**src/rtl/sample_readout.sv**
```systemverilog
// Streams the circular sample buffer over the UART TX core as
// header, samples oldest-first, then an 8-bit checksum of the samples.
module sample_readout #(
    parameter int         SAMPLE_DEPTH = 8,
    parameter logic [7:0] HEADER_BYTE  = 8'hAA
) (
    input  logic                    clk_50mhz,
    input  logic                    reset,
    input  logic                    start,
    input  logic                    abort,
    input  logic [SAMPLE_DEPTH-1:0] offset,
    output logic [SAMPLE_DEPTH-1:0] mem_addr,
    output logic                    mem_re,
    input  logic [7:0]              mem_data,
    input  logic                    tx_active,
    output logic                    tx_start,
    output logic [7:0]              tx_data,
    output logic                    busy,
    output logic                    done
);

    // state     | meaning
    // IDLE      | waiting for start
    // HDR       | load header byte
    // FETCH     | RAM read at current address
    // LATCH     | capture sample, accumulate checksum, advance address
    // SEND      | wait for UART idle, pulse tx_start
    // WAIT_ACK  | wait for UART to report busy
    // WAIT_DONE | wait for UART idle, pick next byte
    // SUM       | load checksum byte
    // FIN       | done pulse
    typedef enum logic [3:0] {
        IDLE, HDR, FETCH, LATCH, SEND, WAIT_ACK, WAIT_DONE, SUM, FIN
    } state_t;

    typedef enum logic [1:0] {K_HDR, K_SAMPLE, K_SUM} kind_t;

    localparam logic [SAMPLE_DEPTH-1:0] HALF     = {1'b1, {(SAMPLE_DEPTH-1){1'b0}}};
    localparam logic [SAMPLE_DEPTH-1:0] ADDR_ONE = {{(SAMPLE_DEPTH-1){1'b0}}, 1'b1};
    localparam logic [SAMPLE_DEPTH:0]   CNT_ONE  = {{SAMPLE_DEPTH{1'b0}}, 1'b1};

    state_t                  state, state_nxt;
    kind_t                   kind;
    logic [SAMPLE_DEPTH-1:0] addr;
    logic [SAMPLE_DEPTH:0]   cnt;
    logic [7:0]              csum;
    logic                    abort_flag;

    always_ff @(posedge clk_50mhz) begin
        if (reset) state <= IDLE;
        else       state <= state_nxt;
    end

    always_comb begin
        state_nxt = state;
        mem_re    = 1'b0;
        tx_start  = 1'b0;
        busy      = 1'b1;
        done      = 1'b0;
        case (state)
            IDLE: begin
                busy = 1'b0;
                if (start) state_nxt = HDR;
            end
            HDR:   state_nxt = SEND;
            FETCH: begin
                mem_re    = 1'b1;
                state_nxt = LATCH;
            end
            LATCH: state_nxt = SEND;
            SEND: begin
                if (!tx_active) begin
                    tx_start  = 1'b1;
                    state_nxt = WAIT_ACK;
                end
            end
            WAIT_ACK: if (tx_active) state_nxt = WAIT_DONE;
            WAIT_DONE: begin
                if (!tx_active) begin
                    if (abort_flag) state_nxt = FIN;
                    else begin
                        case (kind)
                            K_HDR:    state_nxt = FETCH;
                            K_SAMPLE: state_nxt = cnt[SAMPLE_DEPTH] ? SUM : FETCH;
                            default:  state_nxt = FIN;
                        endcase
                    end
                end
            end
            SUM: state_nxt = SEND;
            FIN: begin
                busy      = 1'b0;
                done      = 1'b1;
                state_nxt = IDLE;
            end
            default: state_nxt = IDLE;
        endcase
    end

    always_ff @(posedge clk_50mhz) begin
        if (reset) begin
            addr       <= '0;
            cnt        <= '0;
            csum       <= '0;
            tx_data    <= HEADER_BYTE;
            kind       <= K_HDR;
            abort_flag <= 1'b0;
        end else begin
            // abort during IDLE (even alongside start) never reaches the flag
            if (state == IDLE) abort_flag <= 1'b0;
            else               abort_flag <= abort_flag | abort;
            case (state)
                IDLE: begin
                    if (start) begin
                        addr <= offset + HALF;
                        cnt  <= '0;
                        csum <= '0;
                    end
                end
                HDR: begin
                    tx_data <= HEADER_BYTE;
                    kind    <= K_HDR;
                end
                LATCH: begin
                    tx_data <= mem_data;
                    csum    <= csum + mem_data;
                    addr    <= addr + ADDR_ONE;
                    cnt     <= cnt + CNT_ONE;
                    kind    <= K_SAMPLE;
                end
                SUM: begin
                    tx_data <= csum;
                    kind    <= K_SUM;
                end
                default: ;
            endcase
        end
    end

    assign mem_addr = addr;

endmodule
```
**config.mk**
```make
export PLATFORM = sky130hd
export DESIGN_NAME = sample_readout
export DESIGN_NICKNAME = d
export VERILOG_FILES = /design/src/rtl/sample_readout.sv
export SDC_FILE = /design/constraint.sdc
export NUM_CORES = 1
export LEC_CHECK = 0
export BUFFER_PORTS_ARGS = -buffer_cell sky130_fd_sc_hd__buf_2
export CAP_MARGIN = 20
export CORE_AREA = 2 2 68 95
export CTS_CLUSTER_SIZE = 40
export DETAILED_ROUTE_END_ITERATION = 16
export DIE_AREA = 0 0 70 97
export GPL_ROUTABILITY_DRIVEN = 0
export HOLD_SLACK_MARGIN = 0.02
export SLEW_MARGIN = 15
export SYNTH_ARGS = -nofsm -noshare
export SYNTH_HDL_FRONTEND = slang
export SYNTH_SLANG_ARGS = --single-unit
```
**constraint.sdc**
```tcl
create_clock -name clk_50mhz -period 2.4 [get_ports clk_50mhz]
set_clock_uncertainty 0.05 [all_clocks]
set_input_delay 0.24 -clock clk_50mhz [delete_from_list [all_inputs] [get_ports clk_50mhz]]
set_output_delay 0.24 -clock clk_50mhz [all_outputs]
set_load 0.01 [all_outputs]
```
# ---- Word level (Yosys, flattened, before mapping)
# Index checks and enable logic that the tools add are counted.
dict set report word_totals {
  regBits 40
  word_cells 55
}
dict set report classes {
  n_bitwise 1
  n_mux 21
  reduce_logical 9
  addsub 4
  n_eq_ne 13
}
# operator n
set op_table {}
lappend op_table {{case mux 8 bit (2 select lines)} 2}
lappend op_table {{case mux 4 bit (6 select lines)} 1}
lappend op_table {{case mux 8 bit (3 select lines)} 1}
lappend op_table {{2-to-1 mux 4 bit} 5}
lappend op_table {{case mux 9 bit (2 select lines)} 1}
lappend op_table {{== test 4 x 3 -> 1 bit (second input constant)} 4}
lappend op_table {{2-to-1 mux 8 bit} 2}
lappend op_table {{adder 9 x 1 -> 9 bit (second input constant)} 1}
lappend op_table {{2-to-1 mux 9 bit} 1}
lappend op_table {{adder 8 x 1 -> 8 bit (second input constant)} 1}
lappend op_table {{adder 8 bit} 1}
lappend op_table {{adder 8 bit (second input constant)} 1}
lappend op_table {{== test 4 x 2 -> 1 bit (second input constant)} 2}
lappend op_table {{inequality test 2 bit (second input constant)} 4}
lappend op_table {{case mux 4 bit (2 select lines)} 1}
lappend op_table {{case mux 2 bit (3 select lines)} 1}
lappend op_table {{2-to-1 mux 1 bit} 5}
lappend op_table {{== test 4 x 1 -> 1 bit (second input constant)} 1}
lappend op_table {{== test 4 bit (second input constant)} 1}
lappend op_table {{zero test 4 bit} 1}
lappend op_table {{AND reduction 4 bit} 1}
lappend op_table {{OR reduction 2 bit} 2}
lappend op_table {{2-to-1 mux 3 bit} 1}
lappend op_table {{nonzero test 3 bit} 1}
lappend op_table {{6 further kinds} 6}

# ---- Depth between registers and ports, before layout
# Gate-level depths: netlist of run 1.
dict set report logic_depth {
  ltp_word 5
  ltp_mapped 8
  mapped_depth_nobuf 8
}

# ---- Worst setup path before layout of run 1
# Ideal clock, no wire load.
dict set report synth_path {
  kind {reg2reg}
  startpoint {register csum[0]}
  endpoint {register csum[6]}
  t_arrival_ns 1.671
  path_slack_ns 0.557
  stages_incl_launch_ff 9
  period_less_slack_ns 1.843
  n_path_buf 0
  required_ns 2.228
  path_cell_list {dfxtp_1 -> ha_1 -> inv_1 -> fa_1 -> nor2b_1 -> o31a_1 -> o21ai_0 -> nor3b_1 -> a221o_1}
}
dict set report synth_between {
  elab_chain_len 2
}
# element line_no
set synth_rtl {}
lappend synth_rtl {{start, declared} 46} ;# logic [7:0] csum;
lappend synth_rtl {{start signal, assigned} 126} ;# csum <= csum + mem_data;
lappend synth_rtl {{adder 8 bit} 126}
lappend synth_rtl {{case mux 8 bit (2 select lines)} 112} ;# case (state)
# Every way passes these cells.
# A chain may end at the register's enable or synchronous reset.

# ---- Final worst setup path of run 1
dict set report layout_path {
  startpoint {register state[0]}
  endpoint {register addr[3] (netlist: mem_addr[3])}
}
dict set report layout_between {
  elab_chain_len 3
  elab_cells_between_ends 6
}
# element line_no
set layout_rtl {}
lappend layout_rtl {{start, declared} 42} ;# state_t state, state_nxt;
lappend layout_rtl {{start signal, assigned} 51} ;# else state <= state_nxt;
lappend layout_rtl {{== test 4 x 2 -> 1 bit or zero test 4 bit (tied branches)} 112}
lappend layout_rtl {{nonzero test 2 bit (no source line) or inequality test 2 bit (tied branches)} n/a}
lappend layout_rtl {{AND reduction 2 bit (no source line)} n/a}
lappend layout_rtl {{end signal, assigned} 115} ;# addr <= offset + HALF;
lappend layout_rtl {{end signal, assigned} 127} ;# addr <= addr + ADDR_ONE;
lappend layout_rtl {{end, declared} 44} ;# logic [SAMPLE_DEPTH-1:0] addr;
# Several ways; a longest one is shown, not always the timed one.

==> impl_metrics.csv, run 1 <==
group,metric,value,unit
status,outcome,"finished clean",
synthesis,synth-xor-area-share,1.15,%
pwr,cellPowerDensity,634,mW/mm^2
drt,drc,0,
global_route,gr-total-overflow,0,
cells_and_area,n_antenna_cell,0,
synthesis,synth_top_area_cell,"dfxtp_1",
die,start_util,39.1,%
sta,rsz0062_at_grt,"no",
worst_setup_path,startpoint,"state[0]",
synthesis,synthMuxAreaShare,5.07,%
synthesis,ys.flop_type,"dfxtp_1",
pwr,p_leak,0.00108,uW
drt,wl_met1,2410,um
clock_tree,numCtsBuffers,5,
drt,drtPass1Iterations,5,
drt,first_iter_violations,72,
cells_and_area,drive_above_1_share,20.5,%
cells_and_area,final_cell_mix,"49 x nor2_1, 40 x dfxtp_1, 40 x buf_2",
clock_tree,cts_hold_buf,0,
worst_setup_path,max_stage_delay,660,ps
synthesis,synth_fa_ha_area_share,5.78,%
worst_setup_path,r2r_slack,400,ps
worst_setup_path,reg2reg_to,"mem_addr[3]",
pwr,finalPower,1670,uW
cells_and_area,multiInputGateArea,0.00137,mm^2
clock_tree,cts.sinks,40,
global_route,grt_pass1_vias,2027,
die,io_pins,41,
clock_tree,post-cts-setup-buffers,0,
worst_setup_path,worstPathCellList,"nand3b_2 -> nor2_2 -> buf_4 -> nand4_1 -> a2bb2oi_1 -> a21oi_1",
drt,postRouteAntennaNets,0,
sta,fmax,500,MHz
worst_setup_path,ff2ff_path_depth,6,
drt,dr.max_layer_used,"met4",
synthesis,syn_inst,281,
worst_setup_path,cp-start-kind,"flop",
global_route,grt_pass1_wl,9370,um
sta,setup_violations,0,
worst_setup_path,cp_num_buf_inv,1,
drt,drt_wl_total,5530,um
die,die_w,70,um
run,max_cap_violations,0,
worst_setup_path,cp.arrival,2180,ps
drt,viasPerCell,5.61,
drt,wl_per_cell,14.3,um
sta,hold_ws,126,ps
synthesis,yosysSeqAreaShare,34.9,%
cells_and_area,fillers,618,
drt,dr_wl_met2,2790,um
die,die_h,97,um
synthesis,synth_top_family_by_area,"simple AND/OR/NAND/NOR gates",
worst_setup_path,cp-end-kind,"flop",
worst_setup_path,critPathKind,"flop to flop",
synthesis,netlist_area,0.00229,mm^2
worst_setup_path,crit_family,"flip-flops",
global_route,antenna_found_initial,0,
placement,port_buffers,40,
clock_tree,clk_path_buf_depth,2,
pwr,ir_drop,0.000334,V
worst_hold_path,hold_start,"offset[6]",
clock_tree,post_cts_resized,0,
die,fp-row-count,33,
sta,drv_slew,0,
synthesis,synth_nets,312,
die,core,0.00586,mm^2
worst_hold_path,whs_path_depth,3,
sta,tightestPinTransition,537,ps
clock_tree,htreeDepth,2,
clock_tree,clkTransAtPathRegs,80,ps
cells_and_area,final_common_cell,"nor2_1",
placement,dpl.hpwl,4010,um
synthesis,synth_cell_types,53,
cells_and_area,syn_to_final_growth,14.6,%
cells_and_area,design_area,0.00263,mm^2
drt,vias,2171,
synthesis,yosys_warnings,0,
die,dieArea,0.00679,mm^2
sta,maxSlewHeadroom,64.2,%
clock_tree,clock_latency,290,ps
cells_and_area,utilization,44.9,%
global_route,gr-usage-all-layers,16.9,%
worst_setup_path,rr_startpoint,"state[0]",
clock_tree,cts_tree,"yes",
global_route,grt_max_degree,25,
placement,place_area,0.00252,mm^2
synthesis,synthTopCellsByArea,"dfxtp_1 35%, nor2_1 8.0%, ha_1 4.9%, a21oi_1 4.6%, nand3_1 2.8%",
clock_tree,root_buffer,"clkbuf_8",
drt,met3_length,233,um
synthesis,ys_async_sr_fraction,0,%
worst_setup_path,slowest_stage,"dfxtp_1",
sta,finalHoldViolations,0,
cells_and_area,fin_nets,347,
synthesis,synth.avg_cell_area,8.17,um^2
cells_and_area,register_area,801,um^2
sta,setup_tns,0,ps
sta,min_period,2000,ps
worst_setup_path,crit_fanout,23,
synthesis,synth_edf_count,0,
worst_hold_path,min_to,"mem_addr[6]",
sta,fin_crit_sh,83.4,%
worst_hold_path,hold_class,"primary input to flop",
worst_setup_path,worstPathRequired,2580,ps
synthesis,synth_compound_area_share,22.8,%
synthesis,ys_ff_latch,40,
synthesis,synth-simple-area-share,24.7,%
synthesis,synth_top_area_share,34.9,%
## sequential cells by signal, summed over array words and instances (netlist names)
signal      count
csum            8
kind            2
state           4
mem_addr        8
cnt             9
abort_flag      1
tx_data         8
## where the power goes
part           switching [uW]  total, uW  internal (uW)
sequential               55.9        752            696
clock                     244        554            309
combinational             211        362            151
total                     511       1670           1160
## worst min-delay path, cell delays in order
cell and delay, ps:
buf_2 70, nor2_1 40, nor3_2 80
## kinds of logic (layout without fill, tap and decap cells)
family | Yosys count | count (layout)
AOI/OAI and AO/OA | 77 | 77
xor gates and xnor gates | 3 | 3
and+or+nand+nor | 114 | 114
muxes | 11 | 11
buffers and inverters | 26 | 62
DFF | 40 | 40
adders and majority gates | 10 | 10
## cell usage after synthesis (2+ instances only)
| cell type | instances |
|---|---|
| nand3b_1 | 2 |
| o22ai_1 | 5 |
| mux2_2 | 5 |
| nand2_1 | 17 |
| dfxtp_1 | 40 |
| or3_1 | 3 |
| mux2i_1 | 6 |
| a21o_1 | 3 |
| inv_1 | 10 |
| a22oi_1 | 5 |
| nor2b_1 | 2 |
| o21ai_0 | 12 |
| and3_1 | 2 |
| nand3_1 | 13 |
| clkbuf_1 | 7 |
| buf_2 | 6 |
| nand2b_1 | 2 |
| ha_1 | 9 |
| nor2_1 | 49 |
| buf_6 | 3 |
| a2bb2oi_1 | 2 |
| a31oi_1 | 4 |
| a32oi_1 | 3 |
| o31ai_1 | 3 |
| nor3_1 | 7 |
| and2_1 | 2 |
| nor4_1 | 3 |
| nand4_1 | 3 |
| a211oi_1 | 7 |
| a21oi_1 | 21 |
| nor3_4 | 2 |
| xnor2_1 | 2 |
## cell type report
| class | instances | area share [%] |
|---|---|---|
| sequential | 40 | 30.4 |
| multi-input combinational | 215 | 52.0 |
| clock buffer | 6 | 2.76 |
| clock inverter | 2 | 1.33 |
| timing repair buffer | 44 | 8.75 |
| tap | 70 | 3.33 |
| inverter | 10 | 1.43 |
## metal layers
| layer | GRT usage (%) | vias up |
|---|---|---|
| met1 | 20.3 | 1023 |
| met5 | 0 | - |
| met4 | 5.62 | 0 |
| met2 | 29.3 | 47 |
| li1 | - | 1092 |
| met3 | 3.75 | 9 |
## metrics by stage
step                cells  setup WS [ps]
global route          387            170
floorplan             281            557
detailed placement    379            354
global placement      379            391
CTS                   387            395
finish                387            398
## worst max path at each step
stage                             end  slack, ps  cells after the start
after floorplan               csum[6]        560                      8
after global placement        csum[7]        390                      7
after detailed placement      csum[7]        350                      7
after CTS                     csum[6]        390                      8
after global routing      mem_addr[3]        170                      6
final                     mem_addr[3]        400                      6
Note: power is estimated with default switching activity, not from simulation.
==> run 2: changes to the inputs <==
Clock period 2.4 ns to 1.8 ns, I/O delays scaled along.
==> run 2 against run 1 <==
  * The run now ends with negative setup slack left
  * Utilization is 5.8 points higher
  * Power is 41% higher
  * Die area stayed put
  * Combinational power is 71% higher
  * Via count is 6.6% higher
  * Count of clock-buffer cells in the layout stayed put
  * Critical path type unchanged
  * Highest routed layer unchanged
==> impl_metrics.csv, run 2 (synthesized netlist as in run 1, its figures left out) <==
group,metric,value,unit
status,outcome,"complete, but fails checks",
status,violations,"negative setup slack",
worst_setup_path,crit_fanout,2,
pwr,p_leak,0.00126,uW
drt,drc,0,
clock_tree,htreeDepth,2,
die,dieArea,0.00679,mm^2
cells_and_area,n_antenna_cell,0,
cells_and_area,fin_nets,376,
drt,drt_wl_total,6130,um
die,die_h,97,um
worst_setup_path,max_stage_delay,360,ps
cells_and_area,final_common_cell,"nor2_1",
global_route,antenna_found_initial,0,
placement,dp_cells,404,
placement,dpl.hpwl,4460,um
cells_and_area,syn_to_final_growth,29.4,%
die,io_pins,41,
drt,wl_per_cell,14.7,um
placement,place_area,0.00274,mm^2
cells_and_area,utilization,50.6,%
placement,port_buffers,40,
clock_tree,cts.sinks,40,
clock_tree,root_buffer,"clkbuf_8",
sta,setup_violations,1,
worst_setup_path,critPathKind,"flop to flop",
sta,fin_crit_sh,101,%
die,fp-row-count,33,
drt,first_iter_violations,96,
die,die_w,70,um
global_route,gr-usage-all-layers,18.5,%
worst_setup_path,slowest_stage,"dfxtp_2",
worst_setup_path,cp-start-kind,"flop",
clock_tree,cts_hold_buf,0,
worst_setup_path,cp-end-kind,"flop",
die,start_util,39.1,%
drt,viasPerCell,5.56,
sta,rsz0062_at_grt,"yes",
run,max_cap_violations,0,
global_route,grt_pass1_wl,10300,um
global_route,grt_pass1_vias,2221,
sta,drv_slew,0,
global_route,grt_max_degree,28,
pwr,ir_drop,0.000446,V
drt,vias,2314,
cells_and_area,largest-register,"cnt",
sta,min_period,1820,ps
clock_tree,clkTransAtPathRegs,80,ps
sta,maxSlewHeadroom,72.6,%
sta,finalHoldViolations,0,
cells_and_area,final_cell_mix,"49 x nor2_1, 40 x buf_2, 38 x dfxtp_1",
worst_setup_path,worstPathRequired,1950,ps
clock_tree,cts_tree,"yes",
worst_setup_path,cp.arrival,1970,ps
drt,postRouteAntennaNets,0,
clock_tree,clock_latency,300,ps
clock_tree,numCtsBuffers,5,
cells_and_area,design_area,0.00297,mm^2
drt,drtPass1Iterations,4,
sta,tightestPinTransition,412,ps
worst_setup_path,worstPathCellList,"ha_4 -> inv_1 -> fa_2 -> nor2b_2 -> o31a_1 -> o21ai_2 -> nor3b_1 -> a221o_1",
clock_tree,clk_path_buf_depth,2,
cells_and_area,largest_reg_flops,9,
worst_hold_path,hold_class,"primary input to flop",
pwr,cellPowerDensity,789,mW/mm^2
global_route,gr-total-overflow,0,
sta,fmax,549,MHz
die,core,0.00586,mm^2
cells_and_area,drive_above_1_share,31.5,%
cells_and_area,stdcell_count,416,
sta,setup_slack,-22.9,ps
placement,dp_slack,-155,ps
-- run 2: cell count changes in the layout (fill, tap and decap cells not counted), moves of 2 or more --
cell / delta
buf_4: +26
ha_1: -3
ha_4: +3
o21ai_0: -3
a211oi_1: -2
buf_12: +2
dfxtp_1: -2
dfxtp_2: +2
o21ai_2: +2
-- run 2: routing by layer --
metal,vias up,global-route usage [%],wire [um]
met5,-,0,0
met4,0,6.95,143
met3,10,3.44,234
met2,44,33.5,3180
met1,1113,21.2,2560
li1,1147,-,-
-- run 2: final cells by class --
type                            count  area (um^2)
Fill cell                         595         2890
Multi-Input combinational cell    215         1460
Sequential cell                    40          803
Timing Repair Buffer               73          477
Tap cell                           70         87.6
Clock buffer                        6         72.6
Inverter                           10         37.5
Clock inverter                      2         35.0
-- run 2: through the flow --
stage	power, uW	hold slack [ps]	setup TNS [ps]
2_1_floorplan	1380	266	0
3_3_place_gp	1600	370	-129
3_5_place_dp	1600	383	-273
4_1_cts	2350	66.0	-10.8
5_1_grt	2470	107	-203
6_report	2340	72.0	-22.9
-- run 2: worst paths after layout --
path	start	to	slack, ps	cells past startpoint
max	csum[0]	csum[6]	-20	8
min reg2reg	tx_data[1]	tx_data[1]	450	2
max reg2reg	csum[0]	csum[6]	-20	8
min	offset[6]	mem_addr[6]	70	3
-- run 2: worst max-delay path: cells and delay by family, from the launching register on --
kind / cells / cell delay [ps]
flip-flops: 1 / 360
AND/OR/NAND/NOR: 2 / 280
AO/OA/AOI/OAI: 3 / 490
adder cells (fa/ha/maj): 2 / 480
buffers and inverters: 1 / 50
-- run 2: timing repair --
item                                    CTS  global route
resized for setup                        13             8
pin swaps                                 4             4
endpoints found under the setup margin    3             8
setup buffers                             1             3
-- run 2: power breakdown --
| part | internal (uW) | leakage (uW) | switching (uW) | total [uW] |
|---|---|---|---|---|
| Combinational | 282 | 0.000878 | 338 | 619 |
| Sequential | 928 | 0.000325 | 50.4 | 978 |
| Clock | 412 | 0.0000552 | 333 | 745 |
==> run 3: changes to the inputs <==
Settings changed: MAX_ROUTING_LAYER set to met4.
==> run 3 against run 2 <==
  * The run still ends with negative setup slack left
  * Fmax is 0.53% higher
  * Design area is the same
  * Global-route usage grew 0.56 points
  * Final cell count unchanged
  * Non-clock buffer count stayed put
  * First-iteration DRC count is 2.1% higher
  * Die area is the same
==> impl_metrics.csv, run 3 (synthesized netlist as in run 1, its figures left out) <==
group,metric,value,unit
status,outcome,"complete, but fails checks",
status,violations,"negative setup slack",
die,start_util,39.1,%
run,max_cap_violations,0,
die,die_h,97,um
die,core,0.00586,mm^2
cells_and_area,fin_nets,376,
cells_and_area,n_antenna_cell,0,
worst_setup_path,max_stage_delay,360,ps
global_route,gr-total-overflow,0,
clock_tree,clkTransAtPathRegs,80,ps
pwr,clkPwrFrac,31.8,%
worst_setup_path,cp.arrival,1960,ps
cells_and_area,drive_above_1_share,31.5,%
sta,fin_crit_sh,101,%
cells_and_area,final_cell_mix,"49 x nor2_1, 40 x buf_2, 38 x dfxtp_1",
worst_setup_path,cp-start-kind,"flop",
sta,min_period,1810,ps
sta,drv_slew,0,
worst_setup_path,slowest_stage,"dfxtp_2",
drt,wl_per_cell,14.8,um
cells_and_area,largest-register,"cnt",
worst_setup_path,crit_family,"compound AO/OA/AOI/OAI gates",
drt,vias,2327,
placement,port_buffers,40,
drt,postRouteAntennaNets,0,
worst_hold_path,hold_class,"primary input to flop",
global_route,grt_max_degree,28,
clock_tree,clk_path_buf_depth,2,
cells_and_area,fillers,595,
clock_tree,cts_tree,"yes",
pwr,seqPwrFrac,41.7,%
clock_tree,clock_latency,300,ps
cells_and_area,register_area,803,um^2
sta,setup_violations,1,
pwr,cellPowerDensity,790,mW/mm^2
cells_and_area,multiInputGateArea,0.00146,mm^2
worst_setup_path,critPathKind,"flop to flop",
cells_and_area,final_common_cell,"nor2_1",
drt,drtPass1Iterations,4,
die,dieArea,0.00679,mm^2
drt,drt_wl_total,6150,um
cells_and_area,largest_reg_flops,9,
sta,maxSlewHeadroom,72.6,%
global_route,antenna_found_initial,0,
clock_tree,htreeDepth,2,
clock_tree,cts.sinks,40,
sta,rsz0062_at_grt,"yes",
cells_and_area,syn_to_final_growth,29.4,%
worst_setup_path,worstPathCellList,"ha_4 -> inv_1 -> fa_2 -> nor2b_2 -> o31a_1 -> o21ai_2 -> nor3b_1 -> a221o_1",
pwr,ir_drop,0.000445,V
pwr,p_leak,0.00126,uW
drt,drc,0,
global_route,grt_pass1_vias,2214,
clock_tree,cts_hold_buf,0,
worst_setup_path,cp-end-kind,"flop",
clock_tree,root_buffer,"clkbuf_8",
drt,viasPerCell,5.59,
pwr,p_comb_share,26.5,%
worst_setup_path,crit_fanout,2,
sta,finalHoldViolations,0,
worst_setup_path,worstPathRequired,1950,ps
placement,place_area,0.00274,mm^2
die,fp-row-count,33,
placement,dpl.hpwl,4460,um
global_route,grt_pass1_wl,10300,um
die,io_pins,41,
sta,fmax,551,MHz
pwr,p_int,1620,uW
worst_setup_path,cp_num_buf_inv,1,
sta,tightestPinTransition,411,ps
die,die_w,70,um
global_route,gr-usage-all-layers,19.1,%
sta,setup_slack,-13.3,ps
pwr,p_sw,724,uW
clock_tree,numCtsBuffers,5,
pwr,p_sw_share,30.9,%
placement,dp_slack,-155,ps
cells_and_area,design_area,0.00297,mm^2
drt,first_iter_violations,98,
[run 3: cell counts in the layout (fill, tap and decap cells not counted)]
Identical to the previous run, type by type.
[run 3: repair_timing]
| item | in CTS | in global routing |
|---|---|---|
| gates resized for setup | 13 | 8 |
| buffers inserted | 1 | 3 |
| endpoints found under the setup margin | 3 | 8 |
| pin swaps | 4 | 4 |
[run 3: power groups by stage]
stage | sequential [uW] | clock (uW) | combinational [uW]
detailed placement | 999 | 0 | 601
finish | 978 | 746 | 622
global placement | 997 | 0 | 601
floorplan | 997 | 0 | 382
global route | 989 | 800 | 682
CTS | 979 | 760 | 612
[run 3: final cells by class]
type	count	area share [%]
multi-input cells	215	49.1
flip-flops and latches	40	27.1
repair buffers	73	16.1
well taps	70	2.95
clock buffers	6	2.44
inverters	10	1.26
clock inverters	2	1.18
[run 3: path summary, 6_finish.rpt]
path              startpoint          end  depth (start not counted)  slack [ps]
setup / recovery     csum[0]      csum[6]                          8         -10
hold / removal     offset[6]  mem_addr[6]                          3          70
setup reg to reg     csum[0]      csum[6]                          8         -10
hold reg to reg   tx_data[1]   tx_data[1]                          2         450
[run 3: tightest hold or removal path, delay by kind of cell]
kind,cells,cell delay [ps]
and+or+nand+nor,2,120
buffers and inverters,1,80
[run 3: routing by layer]
metal / vias to the layer above / wire length, um / global-route usage, %
li1: 1149 / - / -
met1: 1119 / 2610 / 21.4
met2: 46 / 3160 / 33.3
met3: 13 / 224 / 3.44
met4: 0 / 151 / 7.10
met5: - / 0 / -
[run 3: per-stage QoR]
stage	setup TNS, ps	hold slack (ps)	instances	utilization, %	total power, uW
6_report	-13.3	71.7	416	50.6	2350
5_1_grt	-198	102	416	50.6	2470
4_1_cts	-10.8	66.0	413	49.8	2350
3_5_place_dp	-273	383	404	46.7	1600
3_3_place_gp	-129	370	404	46.7	1600
2_1_floorplan	0	266	281	-	1380
